--- src/rtl/core_pkg.sv ---
`default_nettype none
// ============================================================================
// Module  : core_pkg
// Desc    : Shared types and constants for the 5-stage core control logic.
// Rev     : 1.0 - initial release
// ============================================================================
package core_pkg;

   typedef enum logic [1:0] {
      ST_RUN      = 2'd0,
      ST_MDU_WAIT = 2'd1,
      ST_MEM_WAIT = 2'd2
   } hz_state_t;

   localparam logic [4:0] REG_ZERO = 5'd0;

endpackage
`default_nettype wire

--- src/rtl/hazard_ldu_detect.sv ---
`default_nettype none
// ============================================================================
// Module  : hazard_ldu_detect
// Desc    : Load-use compare between the load in EX and the sources read in ID.
// Rev     : 1.0 - initial release
// ============================================================================
module hazard_ldu_detect
   import core_pkg::*;
(
   input  logic       i_ex_mem_read,
   input  logic [4:0] i_ex_rd,
   input  logic [4:0] i_id_rs1,
   input  logic [4:0] i_id_rs2,
   input  logic       i_id_use_rs1,
   input  logic       i_id_use_rs2,
   output logic       o_ldu_hit
);

   logic w_rs1_hit;
   logic w_rs2_hit;

   assign w_rs1_hit = i_id_use_rs1 && (i_id_rs1 == i_ex_rd);
   assign w_rs2_hit = i_id_use_rs2 && (i_id_rs2 == i_ex_rd);

   // x0 never carries a real dependency
   assign o_ldu_hit = i_ex_mem_read && (i_ex_rd != REG_ZERO) && (w_rs1_hit || w_rs2_hit);

endmodule
`default_nettype wire

--- src/rtl/hazard_ctrl.sv ---
`default_nettype none
// ============================================================================
// Module  : hazard_ctrl
// Desc    : Pipeline stall/flush sequencer with perf counters and memory timeout.
// Rev     : 1.0 - initial release
// ============================================================================
module hazard_ctrl
   import core_pkg::*;
#(
   parameter int MEM_TIMEOUT = 64,
   parameter int CNT_W       = 32
)(
   input  logic             clk,
   input  logic             rst,
   input  logic [4:0]       id_rs1,
   input  logic [4:0]       id_rs2,
   input  logic             id_use_rs1,
   input  logic             id_use_rs2,
   input  logic [4:0]       ex_rd,
   input  logic             ex_mem_read,
   input  logic             ex_br_taken,
   input  logic             ex_mdu_start,
   input  logic             mdu_done,
   input  logic             mem_req,
   input  logic             mem_ack,
   output logic             pc_hold,
   output logic             if_id_hold,
   output logic             if_id_flush,
   output logic             id_ex_hold,
   output logic             id_ex_flush,
   output logic             ex_mem_hold,
   output logic             mem_wb_flush,
   output logic [CNT_W-1:0] stall_cnt,
   output logic [CNT_W-1:0] flush_cnt,
   output logic             mem_err
);

   localparam int              TO_W      = (MEM_TIMEOUT > 2) ? $clog2(MEM_TIMEOUT) : 1;
   localparam logic [TO_W-1:0] c_to_last = TO_W'(MEM_TIMEOUT - 1);

   hz_state_t        r_state;
   hz_state_t        w_state_nxt;
   logic [TO_W-1:0]  r_to_cnt;
   logic             r_rst_d;
   logic [CNT_W-1:0] r_stall_cnt;
   logic [CNT_W-1:0] r_flush_cnt;
   logic             r_mem_err;

   logic w_live;
   logic w_to_hit;
   logic w_mem_wait;
   logic w_mdu_wait;
   logic w_ex_held;
   logic w_redirect;
   logic w_ldu_hit;
   logic w_ldu_stall;
   logic w_pc_hold;

   hazard_ldu_detect u_ldu (
      .i_ex_mem_read (ex_mem_read),
      .i_ex_rd       (ex_rd),
      .i_id_rs1      (id_rs1),
      .i_id_rs2      (id_rs2),
      .i_id_use_rs1  (id_use_rs1),
      .i_id_use_rs2  (id_use_rs2),
      .o_ldu_hit     (w_ldu_hit)
   );

   // Controls stay quiet in the reset cycle and the one after it
   assign w_live   = !rst && !r_rst_d;
   assign w_to_hit = (r_state == ST_MEM_WAIT) && !mem_ack && (r_to_cnt == c_to_last);

   // A timeout behaves like a forced ack: the wait ends and lower priorities apply
   assign w_mem_wait = w_live && !mem_ack &&
                       (((r_state == ST_MEM_WAIT) && !w_to_hit) ||
                        ((r_state == ST_RUN) && mem_req));
   assign w_mdu_wait = w_live && !w_mem_wait && !mdu_done &&
                       ((r_state == ST_MDU_WAIT) || ex_mdu_start);

   assign w_ex_held   = w_mem_wait || w_mdu_wait;
   assign w_redirect  = w_live && ex_br_taken && !w_ex_held;
   assign w_ldu_stall = w_live && w_ldu_hit && !w_ex_held && !w_redirect;
   assign w_pc_hold   = w_ex_held || w_ldu_stall;

   always_comb begin
      w_state_nxt = ST_RUN;
      if (w_mem_wait)
         w_state_nxt = ST_MEM_WAIT;
      else if (w_mdu_wait)
         w_state_nxt = ST_MDU_WAIT;
   end

   always_ff @(posedge clk) begin
      r_rst_d <= rst;
      if (rst) begin
         r_state     <= ST_RUN;
         r_to_cnt    <= '0;
         r_stall_cnt <= '0;
         r_flush_cnt <= '0;
         r_mem_err   <= 1'b0;
      end else begin
         r_state <= w_state_nxt;
         if ((r_state == ST_MEM_WAIT) && (w_state_nxt == ST_MEM_WAIT))
            r_to_cnt <= r_to_cnt + TO_W'(1);
         else
            r_to_cnt <= '0;
         if (w_pc_hold)
            r_stall_cnt <= r_stall_cnt + CNT_W'(1);
         if (w_redirect)
            r_flush_cnt <= r_flush_cnt + CNT_W'(1);
         if (w_live && w_to_hit)
            r_mem_err <= 1'b1;
      end
   end

   assign pc_hold      = w_pc_hold;
   assign if_id_hold   = w_pc_hold;
   assign if_id_flush  = w_redirect;
   assign id_ex_hold   = w_ex_held;
   assign id_ex_flush  = w_redirect || w_ldu_stall;
   assign ex_mem_hold  = w_mem_wait;
   assign mem_wb_flush = w_mem_wait;
   assign stall_cnt    = r_stall_cnt;
   assign flush_cnt    = r_flush_cnt;
   assign mem_err      = r_mem_err;

endmodule
`default_nettype wire

--- config.mk ---
export PLATFORM = sky130hd
export DESIGN_NAME = hazard_ctrl
export DESIGN_NICKNAME = d
export VERILOG_FILES = /design/src/rtl/core_pkg.sv /design/src/rtl/hazard_ldu_detect.sv /design/src/rtl/hazard_ctrl.sv
export SDC_FILE = /design/constraint.sdc
export NUM_CORES = 1
export LEC_CHECK = 0
export CORE_MARGIN = 3
export CORE_UTILIZATION = 45
export CTS_BUF_LIST = sky130_fd_sc_hd__clkbuf_8 sky130_fd_sc_hd__clkbuf_16
export DETAILED_ROUTE_END_ITERATION = 6
export HOLD_SLACK_MARGIN = 0.02
export PLACE_DENSITY = 0.72
export SYNTH_ARGS = -nofsm -noshare
export SYNTH_HDL_FRONTEND = slang
export SYNTH_HIERARCHICAL = 1
export SYNTH_SLANG_ARGS = --single-unit
--- constraint.sdc ---
create_clock -name clk -period 4.3 [get_ports clk]
set_input_delay 0.43 -clock clk [delete_from_list [all_inputs] [get_ports clk]]
set_output_delay 0.43 -clock clk [all_outputs]
set_load 0.005 [all_outputs]
## After elaboration in Yosys (flattened, before gate mapping)

Cells that the tools add are included.

- Bitwise logic cells: 1
- Div/mod/pow operators: 0
- Shift operators: 0
- Eq/ne operators: 6
- Multipliers: 0
- Add/sub/neg operators: 3
- Reductions and logical operators: 38
- Muxes and demuxes: 2
- $lt $le $gt $ge: 0

Operators by type and width:

| kind | count |
|---|---|
| 32-bit by 1-bit adder with 32-bit output (second input constant) | 2 |
| 1-bit logical AND | 21 |
| 5-bit equality test | 2 |
| 1-bit logical NOT | 8 |
| 6-bit by 1-bit adder with 6-bit output (second input constant) | 1 |
| 6-bit equality test (second input constant) | 1 |
| 1-bit logical OR | 6 |
| 5-bit nonzero test | 1 |
| 2-bit equality test (second input constant) | 2 |
| 2-bit by 1-bit equality test with 1-bit output (second input constant) | 1 |
| 2-bit logical NOT | 1 |
| 2-bit 2-to-1 mux | 1 |
| 2-bit OR reduction | 1 |
| 1-bit 2-to-1 mux | 1 |
| 1-bit NOT | 1 |

- Bits of input ports: 25
- Latch bits: 0
- Bits in registers: 74
- Memory bits (writable): 0
- Memory bits (read-only): 0
- Memories kept: 0
- Output and inout port bits: 72

## Longest topological paths before layout

- Depth after elaboration: 17
- Depth in mapped cells: 10
- Depth with buffers taken out: 9

## Cells and area by module

The synthesis kept the hierarchy.

By module, submodules not included:

| module | seq. area each (µm²) | area each (µm²) | times used | cells each |
|---|---|---|---|---|
| hazard_ctrl | 1481.4 | 3703.6 | 1 | 432 |
| hazard_ldu_detect | 0.0 | 133.9 | 1 | 17 |

## Worst setup path after synthesis

No wires, ideal clock.

- Path kind: input to register
- Start: in ex_rd[0]
- End: reg r_stall_cnt[10], in the netlist stall_cnt[10]
- Stages: 8
- Required time: 4179 ps
- Buffers on the path: 0
- Arrival: 2167 ps
- Slack: 2011 ps
- Path through: xor2_1 > nor4_2 > nand3_1 > a21oi_1 > nand3b_1 > o211a_4 > or4_4 > mux2_4

- Longest elaborated chain between the ends: 8
- Elaborated cells on any way between the ends: 12
- Those cells by class: 2 x eq/ne; 10 x reduce/logical

RTL lines:

| item | RTL line | text |
|---|---|---|
| from (decl) | hazard_ctrl.sv:19 | `input logic [4:0] ex_rd,` |
| 5-bit equality test (on tied branches) | hazard_ldu_detect.sv:22, hazard_ldu_detect.sv:23 |  |
| 1-bit logical AND (on tied branches) | hazard_ldu_detect.sv:22, hazard_ldu_detect.sv:23 |  |
| 1-bit logical OR | hazard_ldu_detect.sv:26 | `assign o_ldu_hit = i_ex_mem_read && (i_ex_rd != REG_ZERO) && (w_rs1_hit \|\| w_rs2_hit);` |
| 1-bit logical AND (*) | hazard_ldu_detect.sv:26 |  |
| named net w_ldu_hit | hazard_ctrl.sv:55 | `logic w_ldu_hit;` |
| 1-bit logical AND (*) (3 in series) | hazard_ctrl.sv:82 | `assign w_ldu_stall = w_live && w_ldu_hit && !w_ex_held && !w_redirect;` |
| 1-bit logical OR (*) | hazard_ctrl.sv:83 | `assign w_pc_hold = w_ex_held \|\| w_ldu_stall;` |
| to (signal assigned) | hazard_ctrl.sv:108 | `r_stall_cnt <= r_stall_cnt + CNT_W'(1);` |
| to (decl) | hazard_ctrl.sv:45 | `logic [CNT_W-1:0] r_stall_cnt;` |

The timed path passes the listed nets; every way through them passes the cells marked *.
A chain may end at the register's enable or synchronous reset.

## Worst setup path in the final report

- Start: in ex_rd[2]
- End: out if_id_hold

- Longest elaborated chain between the ends: 8
- Elaborated cells on any way between the ends: 12
- Those cells by class: 2 x eq/ne; 10 x reduce/logical

RTL lines:

| item | RTL line | text |
|---|---|---|
| 5-bit equality test (on tied branches) | hazard_ldu_detect.sv:22, hazard_ldu_detect.sv:23 |  |
| 1-bit logical AND (on tied branches) | hazard_ldu_detect.sv:22, hazard_ldu_detect.sv:23 |  |
| 1-bit logical OR | hazard_ldu_detect.sv:26 |  |
| 1-bit logical AND (*) | hazard_ldu_detect.sv:26 |  |
| named net w_ldu_hit | hazard_ctrl.sv:55 |  |
| 1-bit logical AND (*) (3 in series) | hazard_ctrl.sv:82 |  |
| 1-bit logical OR (*) | hazard_ctrl.sv:83 |  |
| to (decl) | hazard_ctrl.sv:27 | `output logic if_id_hold,` |

Marked as above.

==> flow_summary.toml <==
[outcome]
outcome = "finished, final reports clean"

[drt]
wl_mm = 9.977
drc = 0
vias = 3809
first_pass_iters = 4
drtIter0Drc = 140
ant_nets = 0
vias_per_cell = 5.961
avgRoutedWirePerCell_um = 15.61

[floorplan]
die_width_um = 98.35
ios = 97
initial_utilization = 0.4647
dieArea_um2 = 9672
core_um2 = 8258
fp.dieH_um = 98.35
rows = 33

[cts]
cts_resized = 0
cts_htree_levels = 3
clock_sinks = 74
clock_tree.buffer_depth = 2
cts_made_buffers = 9
insertion_delay_ns = 0.35
root_buffer = "clkbuf_8"
cts-hold-fix-buffers = 0
cts_tree = "built"
clk_pin_slew_ns = 0.07
post_cts_buffers = 0

[timing]
hold_viol = 0
clock_skew_ns = 0.01051
slew_headroom = 0.2939
fin_crit_sh = 0.7854
grt_setup_unrepaired = "false"
fin_ws_ns = 0.9226
slew_violations = 0
fmax_mhz = 296.1
period_needed_ns = 3.377
setup_violations = 0
tns_ns = 0
max_slew.worst_pin.slew_ns = 1.056

[placed_design]
place_congestion = 0.7821
place_inst = 625
placed_area_um2 = 4796
portBuffers = 96
place_ws_ns = 0.9325
post-dp-hpwl_mm = 6.899

[grt]
grt_max_degree = 54
antenna_found_initial = 0
overflow = 0
grtUsageTotal = 0.2061
grt_pass1_wl_mm = 16.65
grt_pass1_vias = 3467

[synth]
synth_fp_nets = 477
ys_seq_area_frac = 0.3860
synth.distinct_cells = 51
avgSynthCellArea_um2 = 8.547
synthesis.area_um2 = 3837
netlist_instances = 449
synth_warnings = 6
ys_ff_latch = 74

[final_layout]
instances_no_fill = 639
drive_gt1_frac = 0.06180
design_area_um2 = 4969
n_antenna_cell = 0
area_growth_pct = 29.48
final_nets = 559

[job]
cap_violations = 0

[pwr]
powerDensity_nw_per_um2 = 258.1
p_clk_frac = 0.395
switching_share = 0.2315
p_int_w = 0.0009855
ir_drop_uv = 160.8
p_comb_frac = 0.065
switching_power_w = 0.0002969
pwr-share-seq = 0.540
total_power_w = 0.001282
leakage_nw = 1.521

[worst_hold_path]
min_path_type = "reg2reg"

[critical_path]
cp-start-kind = "input pin"
slowest_stage = "clkdlybuf4s50_1"
crit_path_end_kind = "output pin"
max_stage_delay_ns = 0.52
path_cells = "clkdlybuf4s50_1 -> xor2_1 -> nor4_1 -> nand3_1 -> a21oi_1 -> nand3b_1 -> o211a_4 -> inv_2 -> clkdlybuf4s50_1"
critical_path_class = "in2out"
path_common_cell = "clkdlybuf4s50_1"
crit_arrival_ns = 2.95
cp.required_ns = 3.87
path_max_fanout = 53
-- worst max-delay path: cells and delay by family --
kind / cells / cell delay [ns]
AOI/OAI and AO/OA: 2 / 0.60
xor gates and xnor gates: 1 / 0.19
buffers and inverters: 3 / 1.17
and+or+nand+nor: 3 / 0.54
-- cells in the final DEF (no fill, tap or decap), types with 3 or more instances in the layout --
cell type         n
ha_1              3
or4_1            38
and4_1            5
a21oi_1          50
clkinv_2          3
mux2i_1           5
nor2_1           32
xnor2_1           5
dfxtp_1          74
nor2b_1           4
or3_1            12
o2111ai_1         3
inv_1            12
nor4_1            4
nand3_1          22
and3_1            7
o31ai_1          37
nand4_1          16
xor2_1           15
nor3_1            4
nand2_1          34
o21ai_0          10
clkdlybuf4s50_1  95
clkbuf_8          9
-- through the flow --
stage	hold slack [ns]	util
floorplan	0.4176	-
global placement	0.4360	0.5808
detailed placement	0.4421	0.5808
CTS	0.4606	0.6017
global route	0.4816	0.6017
finish	0.4518	0.6017
-- power by group through the flow --
stage	sequential, W	combinational, W	clock (W)
2_1_floorplan	0.000708	0.0000431	0
3_3_place_gp	0.000709	0.0000813	0
3_5_place_dp	0.000709	0.0000837	0
4_1_cts	0.000693	0.0000842	0.000519
5_1_grt	0.000693	0.0000909	0.000547
6_report	0.000693	0.0000834	0.000506
-- sequential cells by signal (all words and copies together), names as in the netlist --
| signal | flops |
|---|---|
| flush_cnt | 32 |
| stall_cnt | 32 |
| r_to_cnt | 6 |
| r_state | 2 |
| mem_err | 1 |
| r_rst_d | 1 |
-- routing by layer --
metal,global-route usage,vias up,wire length (um)
met4,0.05567,0,96
met5,0,-,0
met1,0.2764,1826,4630
li1,-,1870,-
met3,0.05286,8,524
met2,0.3302,105,4726
-- synth_stat cells (all sizes together) --
master   number  area share
a21oi        50       0.065
and2          2      0.0033
and3          7       0.011
and4          5       0.011
and4bb        1      0.0033
buf          11       0.022
clkbuf       16       0.016
dfxtp        74        0.39
ha            3      0.0098
inv          12       0.012
mux2          4       0.013
mux2i         5       0.013
nand2        34       0.033
nand2b        1      0.0016
nand3        22       0.029
nand3b        2      0.0039
nand4        17       0.029
nor2         32       0.031
nor2b         4      0.0065
nor3          7       0.015
nor4          6       0.015
nor4b         1      0.0023
o2111ai       4       0.011
o211a         1      0.0046
o211ai        3      0.0072
o21ai        13       0.021
o311ai        1      0.0023
o31ai        37       0.072
o41ai         2      0.0046
or3          12       0.020
or4          39       0.077
or4b          1      0.0026
xnor2         5       0.011
xor2         15       0.034
-- final timing paths --
check	startpoint	endpoint	slack, ns	depth (start not counted)
setup / recovery	ex_rd[2]	if_id_hold	0.92	9
hold / removal	r_to_cnt[0]$_SDFF_PP0_	r_to_cnt[0]$_SDFF_PP0_	0.45	1
setup reg to reg	r_to_cnt[0]$_SDFF_PP0_	flush_cnt[31]$_SDFFE_PP0P_	1.56	6
hold reg to reg	r_to_cnt[0]$_SDFF_PP0_	r_to_cnt[0]$_SDFF_PP0_	0.45	1
-- area by class of cell --
type,instances,area [um2]
timing repair buffer,98,970.9
fill,771,3289
clock inverter,5,48.80
sequential,74,1481
multi-input combinational,336,2167
clock buffer,9,123.9
tap,105,131.4
inverter,12,45.04
-- cells by family after synthesis --
logic type	share of synthesized area
compound gates	0.1878
buf+inv	0.04923
xor+xnor	0.04565
simple gates	0.2957
mux	0.02576
fa+ha+maj	0.009783
flops	0.3860
No activity file was read; power rests on OpenSTA's default activity.
